File: src/rtl/deser_link_arbiter_if.sv
// deser_link_arbiter_if: requester-side byte bus plus the serial link pins
// toward the deserializer. The arbiter uses the slave modport; the driving
// environment (requesters plus the deserializer) uses the master modport.
interface deser_link_arbiter_if #(
    parameter int N_REQ = 2
);
    // Requester side
    logic [N_REQ-1:0]   req;
    logic [8*N_REQ-1:0] req_data;
    logic [N_REQ-1:0]   gnt;
    logic [N_REQ-1:0]   done;
    logic [7:0]         rx_byte;

    // Deserializer side
    logic               ser_data;
    logic               ser_write;
    logic               deser_ready;
    logic [7:0]         deser_data;
    logic               deser_ack;

    // Status
    logic               busy;
    logic               err;

    modport slave (
        input  req,
        input  req_data,
        input  deser_ready,
        input  deser_data,
        output gnt,
        output done,
        output rx_byte,
        output ser_data,
        output ser_write,
        output deser_ack,
        output busy,
        output err
    );

    modport master (
        output req,
        output req_data,
        output deser_ready,
        output deser_data,
        input  gnt,
        input  done,
        input  rx_byte,
        input  ser_data,
        input  ser_write,
        input  deser_ack,
        input  busy,
        input  err
    );
endinterface

File: src/rtl/deser_link_arbiter.sv
// deser_link_arbiter: round-robin scheduler sharing one serial deserializer
// link among N_REQ byte producers. A granted byte is shifted MSB-first as
// write/gap bit pairs, the reassembled byte is returned to its owner, and the
// deserializer is acknowledged.
// Optional feature macro: ARB_TIMEOUT_EN adds a WAIT_RDY watchdog of
// TIMEOUT_CYC cycles that pulses err and flushes the deserializer.
module deser_link_arbiter #(
    parameter int N_REQ       = 2,
    parameter int TIMEOUT_CYC = 64
) (
    input  logic                clock_100,
    input  logic                reset,
    deser_link_arbiter_if.slave bus
);

    localparam int IW = (N_REQ > 2) ? $clog2(N_REQ) : 1;
    // An illegal parameterisation never arbitrates, so it stays idle.
    localparam bit CFG_OK = (N_REQ >= 2) && (N_REQ <= 8) && (TIMEOUT_CYC >= 1);
    localparam logic [N_REQ-1:0] ONE_HOT_0 = N_REQ'(1);
    localparam logic [IW-1:0]    LAST_RST  = IW'(N_REQ - 1);

    typedef enum logic [2:0] {
        IDLE,
        GRANT,
        SHIFT,
        GAP,
        WAIT_RDY,
        ACK,
        DRAIN
    } state_t;

    state_t           state_q, state_d;
    logic [IW-1:0]    owner_q, owner_d;
    logic [IW-1:0]    last_q, last_d;
    logic [7:0]       shreg_q, shreg_d;
    logic [2:0]       bit_cnt_q, bit_cnt_d;
    logic [N_REQ-1:0] gnt_q, gnt_d;
    logic [N_REQ-1:0] done_q, done_d;
    logic [7:0]       rx_byte_q, rx_byte_d;
    logic             ser_data_q, ser_data_d;
    logic             ser_write_q, ser_write_d;
    logic             deser_ack_q, deser_ack_d;
    logic             busy_q, busy_d;
    logic             err_q, err_d;

`ifdef ARB_TIMEOUT_EN
    localparam int            TW       = (TIMEOUT_CYC > 1) ? $clog2(TIMEOUT_CYC) : 1;
    localparam logic [TW-1:0] TMO_LAST = TW'(TIMEOUT_CYC - 1);
    logic [TW-1:0]            tmo_cnt_q, tmo_cnt_d;
`endif

    // Per-requester byte view of the flat request data bus
    logic [7:0] req_byte [N_REQ];

    generate
        for (genvar gi = 0; gi < N_REQ; gi++) begin : g_req_byte
            assign req_byte[gi] = bus.req_data[8*gi +: 8];
        end
    endgenerate

    logic          win_found;
    logic [IW-1:0] win_idx;
    logic [IW-1:0] cand_idx;

    // Round-robin winner search, starting one past the last served requester
    always_comb begin
        win_found = 1'b0;
        win_idx   = '0;
        cand_idx  = '0;
        for (int k = 1; k <= N_REQ; k++) begin
            cand_idx = IW'((int'(last_q) + k) % N_REQ);
            if (!win_found && bus.req[cand_idx]) begin
                win_found = 1'b1;
                win_idx   = cand_idx;
            end
        end
    end

    // Next-state and registered-output computation for the link FSM
    always_comb begin
        state_d     = state_q;
        owner_d     = owner_q;
        last_d      = last_q;
        shreg_d     = shreg_q;
        bit_cnt_d   = bit_cnt_q;
        rx_byte_d   = rx_byte_q;
        gnt_d       = '0;
        done_d      = '0;
        ser_write_d = 1'b0;
        ser_data_d  = ser_data_q;
        deser_ack_d = 1'b0;
        err_d       = 1'b0;
`ifdef ARB_TIMEOUT_EN
        tmo_cnt_d   = tmo_cnt_q;
`endif

        case (state_q)
            IDLE: begin
                if (win_found && CFG_OK) begin
                    owner_d = win_idx;
                    shreg_d = req_byte[win_idx];
                    gnt_d   = ONE_HOT_0 << win_idx;
                    state_d = GRANT;
                end
            end

            GRANT: begin
                // First bit goes out on the way into SHIFT so it is already
                // on the wire while ser_write is high.
                last_d      = owner_q;
                bit_cnt_d   = 3'd7;
                ser_write_d = 1'b1;
                ser_data_d  = shreg_q[7];
                state_d     = SHIFT;
            end

            SHIFT: begin
                // ser_write drops by default; ser_data keeps its value.
                state_d = GAP;
            end

            GAP: begin
                if (bit_cnt_q == 3'd0) begin
                    state_d = WAIT_RDY;
`ifdef ARB_TIMEOUT_EN
                    tmo_cnt_d = '0;
`endif
                end else begin
                    bit_cnt_d   = bit_cnt_q - 3'd1;
                    ser_write_d = 1'b1;
                    ser_data_d  = shreg_q[bit_cnt_q - 3'd1];
                    state_d     = SHIFT;
                end
            end

            WAIT_RDY: begin
                if (bus.deser_ready) begin
                    rx_byte_d = bus.deser_data;
                    done_d    = ONE_HOT_0 << owner_q;
                    state_d   = ACK;
                end
`ifdef ARB_TIMEOUT_EN
                else if (tmo_cnt_q == TMO_LAST) begin
                    // Give up: flag it and flush the deserializer, no done.
                    err_d       = 1'b1;
                    deser_ack_d = 1'b1;
                    state_d     = IDLE;
                end else begin
                    tmo_cnt_d = tmo_cnt_q + 1'b1;
                end
`endif
            end

            ACK: begin
                // Ack lands the cycle after done.
                deser_ack_d = 1'b1;
                state_d     = DRAIN;
            end

            DRAIN: begin
                if (!bus.deser_ready) begin
                    state_d = IDLE;
                end
            end

            default: begin
                state_d = IDLE;
            end
        endcase

        busy_d = (state_d != IDLE);
    end

    // State and output registers with asynchronous reset
    always_ff @(posedge clock_100 or posedge reset) begin
        if (reset) begin
            state_q     <= IDLE;
            owner_q     <= '0;
            last_q      <= LAST_RST;
            shreg_q     <= 8'h00;
            bit_cnt_q   <= 3'd0;
            gnt_q       <= '0;
            done_q      <= '0;
            rx_byte_q   <= 8'h00;
            ser_data_q  <= 1'b0;
            ser_write_q <= 1'b0;
            deser_ack_q <= 1'b0;
            busy_q      <= 1'b0;
            err_q       <= 1'b0;
        end else begin
            state_q     <= state_d;
            owner_q     <= owner_d;
            last_q      <= last_d;
            shreg_q     <= shreg_d;
            bit_cnt_q   <= bit_cnt_d;
            gnt_q       <= gnt_d;
            done_q      <= done_d;
            rx_byte_q   <= rx_byte_d;
            ser_data_q  <= ser_data_d;
            ser_write_q <= ser_write_d;
            deser_ack_q <= deser_ack_d;
            busy_q      <= busy_d;
            err_q       <= err_d;
        end
    end

`ifdef ARB_TIMEOUT_EN
    // WAIT_RDY watchdog counter
    always_ff @(posedge clock_100 or posedge reset) begin
        if (reset) begin
            tmo_cnt_q <= '0;
        end else begin
            tmo_cnt_q <= tmo_cnt_d;
        end
    end
`endif

    assign bus.gnt       = gnt_q;
    assign bus.done      = done_q;
    assign bus.rx_byte   = rx_byte_q;
    assign bus.ser_data  = ser_data_q;
    assign bus.ser_write = ser_write_q;
    assign bus.deser_ack = deser_ack_q;
    assign bus.busy      = busy_q;
    assign bus.err       = err_q;

endmodule

File: src/flat_wrapper.sv
// flat-port wrapper written by rule: the top's interface ports become plain ports
module deser_link_arbiter_flat 
#(
    parameter int N_REQ       = 2,
    parameter int TIMEOUT_CYC = 64
)
  (clock_100, reset, bus_req, bus_req_data, bus_deser_ready, bus_deser_data, bus_gnt, bus_done, bus_rx_byte, bus_ser_data, bus_ser_write, bus_deser_ack, bus_busy, bus_err);
  deser_link_arbiter_if #(.N_REQ(N_REQ)) bus_i ();
  input  logic clock_100;
  input  logic reset;
  input wire logic [$bits(bus_i.req)-1:0] bus_req;
  input wire logic [$bits(bus_i.req_data)-1:0] bus_req_data;
  input wire logic [$bits(bus_i.deser_ready)-1:0] bus_deser_ready;
  input wire logic [$bits(bus_i.deser_data)-1:0] bus_deser_data;
  output wire logic [$bits(bus_i.gnt)-1:0] bus_gnt;
  output wire logic [$bits(bus_i.done)-1:0] bus_done;
  output wire logic [$bits(bus_i.rx_byte)-1:0] bus_rx_byte;
  output wire logic [$bits(bus_i.ser_data)-1:0] bus_ser_data;
  output wire logic [$bits(bus_i.ser_write)-1:0] bus_ser_write;
  output wire logic [$bits(bus_i.deser_ack)-1:0] bus_deser_ack;
  output wire logic [$bits(bus_i.busy)-1:0] bus_busy;
  output wire logic [$bits(bus_i.err)-1:0] bus_err;
  assign bus_i.req = bus_req;
  assign bus_i.req_data = bus_req_data;
  assign bus_i.deser_ready = bus_deser_ready;
  assign bus_i.deser_data = bus_deser_data;
  assign bus_gnt = bus_i.gnt;
  assign bus_done = bus_i.done;
  assign bus_rx_byte = bus_i.rx_byte;
  assign bus_ser_data = bus_i.ser_data;
  assign bus_ser_write = bus_i.ser_write;
  assign bus_deser_ack = bus_i.deser_ack;
  assign bus_busy = bus_i.busy;
  assign bus_err = bus_i.err;
  deser_link_arbiter #(.N_REQ(N_REQ), .TIMEOUT_CYC(TIMEOUT_CYC)) u_core (.clock_100(clock_100), .reset(reset), .bus(bus_i));
endmodule
File: config.mk
export PLATFORM = sky130hd
export DESIGN_NAME = deser_link_arbiter_flat
export DESIGN_NICKNAME = d
export VERILOG_FILES = /design/src/rtl/deser_link_arbiter_if.sv /design/src/rtl/deser_link_arbiter.sv /design/src/flat_wrapper.sv
export SDC_FILE = /design/constraint.sdc
export NUM_CORES = 1
export LEC_CHECK = 0
export BUFFER_PORTS_ARGS = -buffer_cell sky130_fd_sc_hd__buf_2
export CORE_MARGIN = 2
export CORE_UTILIZATION = 45
export DETAILED_ROUTE_END_ITERATION = 7
export GPL_ROUTABILITY_DRIVEN = 0
export GPL_TIMING_DRIVEN = 0
export PLACE_DENSITY = 0.71
export REMOVE_ABC_BUFFERS = 1
export SETUP_SLACK_MARGIN = 0.3
export SLEW_MARGIN = 20
export SYNTH_ARGS = -nofsm -noshare
export SYNTH_HDL_FRONTEND = slang
export SYNTH_SLANG_ARGS = --single-unit
File: constraint.sdc
create_clock -name clock_100 -period 1.6 [get_ports clock_100]
set_clock_uncertainty 0.2 [all_clocks]
set_input_delay 0.24 -clock clock_100 [delete_from_list [all_inputs] [get_ports clock_100]]
set_output_delay 0.24 -clock clock_100 [all_outputs]
set_load 0.01 [all_outputs]
## Word level (Yosys, flattened, before mapping)

Cells that the tools add are included.

- Register bits: 32
- Bits of input ports: 29
- Output and inout bits: 17
- Logic and storage cells: 67

- Add/sub/neg operators: 3
- Order comparisons: 4
- Eq/ne operators: 7
- Shift operators: 2
- Multiplexer cells: 29
- Bitwise operators: 1
- Reduce and logical (&&, ||, !) cells: 9

Operator list:

| operator | number |
|---|---|
| two-way mux 8 bit | 3 |
| case mux 3 bit (7 select lines) | 1 |
| two-way mux 3 bit | 5 |
| two-way mux 1 bit | 12 |
| == test 3 bit, second input constant | 3 |
| two-way mux 2 bit | 4 |
| == test 3 x 2 -> 1 bit, second input constant | 2 |
| logical NOT 3 bit | 2 |
| case mux 3 bit (2 select lines) | 1 |
| AND reduction 2 bit | 3 |
| < comparator 1 x 2 -> 1 bit, second input constant | 2 |
| < comparator 3 x 4 -> 1 bit, second input constant | 1 |
| case mux 1 bit (2 select lines) | 2 |
| left shift 1 x 1 -> 2 bit, first input constant | 2 |
| binary-select mux 1 bit (select 3 bit) | 1 |
| == test 3 x 1 -> 1 bit, second input constant | 1 |
| nonzero test 3 bit | 1 |
| subtractor 3 x 1 -> 3 bit, second input constant | 1 |
| adder 1 bit, second input constant | 2 |
| greater-or-equal comparator 2 bit, second input constant | 1 |
| inequality test 2 bit, second input constant | 1 |
| inverter 1 -> 2 bit | 1 |
| nonzero test 2 bit | 1 |
| logical AND 1 bit | 1 |
| logical NOT 1 bit | 1 |

## Logic depth before layout (Yosys ltp)

- Depth after elaboration: 11
- Gate-level depth with buffers: 6
- Depth with buffers taken out: 6

## Worst setup path after synthesis

No wires, ideal clock.

- Path type: register to register
- Start point: register u_core.bit_cnt_q[0]
- End point: register u_core.bit_cnt_q[1]
- Library setup time: 127 ps
- Arrival: 1310 ps
- Required time: 1273 ps
- Slack: -37 ps
- Cell stages (with the launch flop): 7
- Path buffers: 0
- Period minus slack after synthesis: 1637 ps
- Cell sequence: dfrtp_1 inv_1 ha_1 nand3b_1 nand3_2 inv_2 mux2_1

- Word-level cells in the longest chain between the ends: 3
- Elaborated cells between the ends (all ways): 6
- Those cells by class: add/sub: 1; eq/ne: 1; mux: 2; reduce/logical: 2

Ends and longest elaborated chain:

| item | line | RTL |
|---|---|---|
| from (decl) | deser_link_arbiter.sv:36 | `logic [2:0] bit_cnt_q, bit_cnt_d;` |
| from (signal assigned) | deser_link_arbiter.sv:195 | `bit_cnt_q <= bit_cnt_d;` |
| subtractor 3 x 1 -> 3 bit / logical NOT 3 bit (equally long branches) | deser_link_arbiter.sv:129, deser_link_arbiter.sv:123 |  |
| two-way mux 3 bit / inequality test 2 bit (equally long branches) | - |  |
| case mux 3 bit (2 select lines) / AND reduction 2 bit (equally long branches) | - |  |

Parallel ways exist; a longest one is shown, timed or not. The select of a mux whose other input is x is not followed.
A chain may end at the register's enable or synchronous reset.

## Worst setup path after layout

- Start point: register u_core.state_q[2]
- End point: register u_core.shreg_q[7]

- Word-level cells in the longest chain between the ends: 2

Ends and longest elaborated chain:

| item | line | RTL |
|---|---|---|
| from (decl) | deser_link_arbiter.sv:32 | `state_t state_q, state_d;` |
| from (signal assigned) | deser_link_arbiter.sv:191 | `state_q <= state_d;` |
| logical NOT 3 bit | deser_link_arbiter.sv:97 | `case (state_q)` |
| AND reduction 2 bit (no line) | - |  |
| to (signal assigned) | deser_link_arbiter.sv:194 | `shreg_q <= shreg_d;` |
| to (decl) | deser_link_arbiter.sv:35 | `logic [7:0] shreg_q, shreg_d;` |

No other way between the ends.

==> impl_results.md <==
* Outcome: finished, violations left
* Failing checks: setup timing
* Core ar. at ~3300 um^2
* CP cell instances: nor3_4 -> buf_6 -> nor3b_4 -> buf_6 -> a221o_1
* Internal power at around 0.0026 W
* Net Sw Power at 0.001351 W
* Worst EP required at 1.68 ns
* Mux share of post-synthesis cell area at 0.1043
* Async S/R FF share, synth at 1.000
* Worst Reg-to-Reg Cells at 5
* Sequential share of power at 0.363
* Die H at approximately 62 um
* Finished Core Util at 0.7314
* Critical Path Stages at 5
* Setup Crit Path Kind: flip-flop to flip-flop
* Area growth syn-to-layout at 58.94%
* Wire per inst at 15.52 um
* Critical path peak fanout at 5
* Xor and xnor area share after synthesis at 0
* Initial antenna violation count at 0
* Ys Warns at 0
* N_diodes at 0
* Number of synthesized flops with an enable pin at 0
* Commonest cells in the netlist: dfrtp_1 (31), a221o_1 (8), mux2_1 (8), and3_2 (7), inv_1 (7)
* Largest net degree at the start of global routing at 33
* Worst slew pin tran at between 0.5 and 0.6 ns
* Compound-Gate Fraction of Synth Area at 0.1250
* Critical Path End Type: flip-flop
* Residual DRC count at 0
* Crit-path max cell delay at 0.47 ns
* HP Class: input port to flip-flop
* First-pass GRT wire length at around 6100 um
* Arr. time, crit path at 1.68 ns
* Drt total wl at 4066 um
* Comb power frac at 0.512
* TNS Setup at -0.006772 ns
* Post-DRT Antenna Nets at 0
* # fillers at 218
* Power Density at between 1500 and 2000 nW/um^2
* DIE WIDTH at approximately 62 um
* Critical Path Source: u_core.state_q[2]
* Clock sink count at 32
* Total GRT Usage at 0.2283
* Leading post-synthesis cells by cell area: dfrtp_1 (51%), mux2_1 (6.0%), a221o_1 (5.3%), and3_2 (3.5%), mux4_2 (3.0%)
* Layout cell share with drive strength beyond 1 at 0.5926
* Most common cell in the netlist: dfrtp_1
* Clk network pwr share at 0.125
* Sw Share at 0.3455
* CTS H-tree depth at 2
* Avg Cell Area, Syn at between 10 and 15 um^2
* Worst path slowest cell: dfrtp_2
* Clk buf depth at 2
* Grt ovf at 0
* Largest family of logic cells by synthesized area: simple AND/OR/NAND/NOR gates
* Fin nets at 246
* Die Area at roughly 3800 um^2
* RSZ-0062 raised after global routing: true
* Synth Area in Simple Gates at 0.1680
* FP Rows at 21
* Starting DRT DRC Count at 54
* Total design power at approximately 0.004 W
* Worst hold path startpoint: bus_req_data[11]
* Number of global-route vias before repair at approximately 1300
* # port buffers at between 40 and 50
* Post-DP HPWL at roughly 2100 um
* Routed vias/inst at approximately 5.2
* Post-Syn Area at approximately 1500 um^2
* Synth Register Bits at 32
* Buf+Inv Stages, Crit Path at 2
* Yosys cell types at 39
* Worst vdd ir at approximately 0.0008 V
* Syn Inst Count at ~120
* Top Family by Delay on Critical Path: flip-flops
* Share of the yosys chip area belonging to registers at 0.5306
* Fin. max-slew vios at 0
* Leak Pwr at ~1.2 nW
* Max-cap violations at 0
* Setup-failing EPs final at 2
* Top_reg_cell synth: dfrtp_1
* Initial core utilization at 0.4602
* Period utilization at 1.002
* CP dominant cell by count: buf_6
* Crit Reg-Reg Startpoint: u_core.state_q[2]
* Relative slew slack at 0.6486
* CTS clk-pin slew, worst paths at 0.11 ns
* Hold depth at 3
* Hold Violations, Final at 0
* Vias at between 1000 and 1500
* CTS Root Cell: clkbuf_4
* Post-synth top area share at 0.5132
* Pre-antenna DRT Iters at 4
* Worst Setup Slack, final at -0.003922 ns
* Total CTS buffers at 5
* Adder and majority gate portion of the synthesized area at 0.01656
* Crit path time final at 1.604 ns
* Num ports at between 40 and 50
* Leading area contributor after synthesis: dfrtp_1
* Clk_lat worst skew at 0.35 ns
* CTS tree: built
* Worst Setup Start Kind: flip-flop
* Maximum clock rate at between 600 and 700 MHz
through the flow:
stage | hold WS (ns) | cells | instance area, um^2 | worst slack [ns]
after floorplan | 0.1555 | 113 | 1461 | -0.05705
after global placement | 0.2541 | 203 | 1739 | -0.2644
after detailed placement | 0.1693 | 203 | 1739 | -0.3054
after CTS | 0.02022 | 255 | 2298 | 0.01945
after global routing | 0.02611 | 262 | 2402 | -0.06899
final | 0.02385 | 262 | 2402 | -0.003922
worst register-to-register path: cells and delay by family, from the launching register on:
kind                   cells  cell delay (ns)
AOI/OAI and AO/OA          1             0.14
DFF                        1             0.47
and+or+nand+nor            2             0.45
buffers and inverters      2             0.30
layout make-up:
class,instances,area (um^2),area share
clock buffer,8,58.81,0.02448
inverter,8,31.28,0.01302
timing repair buffer,93,698.2,0.2906
tap,46,57.56,0.02396
multi-input combinational,75,749.5,0.3120
sequential,32,807.0,0.3359
per-layer routing:
metal / vias up / global-route usage / wire length, um
li1: 631 / - / -
met2: 43 / 0.3705 / 2183
met3: 10 / 0.06211 / 163
met5: - / 0 / 0
met1: 672 / 0.2920 / 1638
met4: 0 / 0.08511 / 81
path summary, 6_finish.rpt:
check	slack, ns	end
max	-0.004	u_core.shreg_q[7]
min	0.02	u_core.shreg_q[3]
max reg2reg	-0.004	u_core.shreg_q[7]
min reg2reg	0.33	u_core.bus.done[0]
max in group asynchronous	0.58	u_core.state_q[0]
min in group asynchronous	0.25	u_core.bus.deser_ack
cells in the final DEF, fill, tap and decap left out, types with 2 or more instances in the layout:
cell	synthesis	final
clkbuf_1	0	2
nand3b_1	3	3
dfrtp_2	0	4
and2_1	3	2
mux4_2	2	2
a221o_1	8	8
nand2_1	2	2
o21ai_1	1	4
nor2_1	3	2
dfrtp_1	31	27
and3_2	7	7
dlygate4sd3_1	0	17
nor2b_1	3	2
and3_1	2	2
buf_2	1	41
inv_2	1	4
o211ai_1	3	3
and4bb_4	1	2
mux2_4	0	9
clkbuf_4	0	5
buf_6	2	16
inv_1	7	3
buf_4	3	19
sequential cells by signal (all words and copies together) (netlist names), 2 cells and up:
register and count:
u_core.bus.rx_byte 8, u_core.bus.done 2, u_core.shreg_q 8, u_core.bus.gnt 2, u_core.bit_cnt_q 3, u_core.state_q 3
repair_timing:
action	in CTS	in global routing
pin swaps	13	4
cloned	2	0
hold buffers	17	0
setup endpoints to repair	39	50
buffers inserted	25	7
endpoints found under the hold margin	47	0
gates resized for setup	36	12
cell families after synthesis:
| kind of cell | Yosys count |
|---|---|
| AND/OR/NAND/NOR | 34 |
| multiplexers | 12 |
| other | 1 |
| adder cells (fa/ha/maj) | 2 |
| buffers and inverters | 14 |
| AO/OA/AOI/OAI | 24 |
| flip-flops | 32 |
power by group through the flow:
stage	clock, W	sequential, W	combinational [W]
final	0.000488	0.00142	0.00200
after global routing	0.000546	0.00146	0.00215
after CTS	0.000492	0.00139	0.00183
after detailed placement	0	0.00143	0.00116
after global placement	0	0.00140	0.00112
after floorplan	0	0.00143	0.000779
Note: power is estimated with default switching activity, not from simulation.
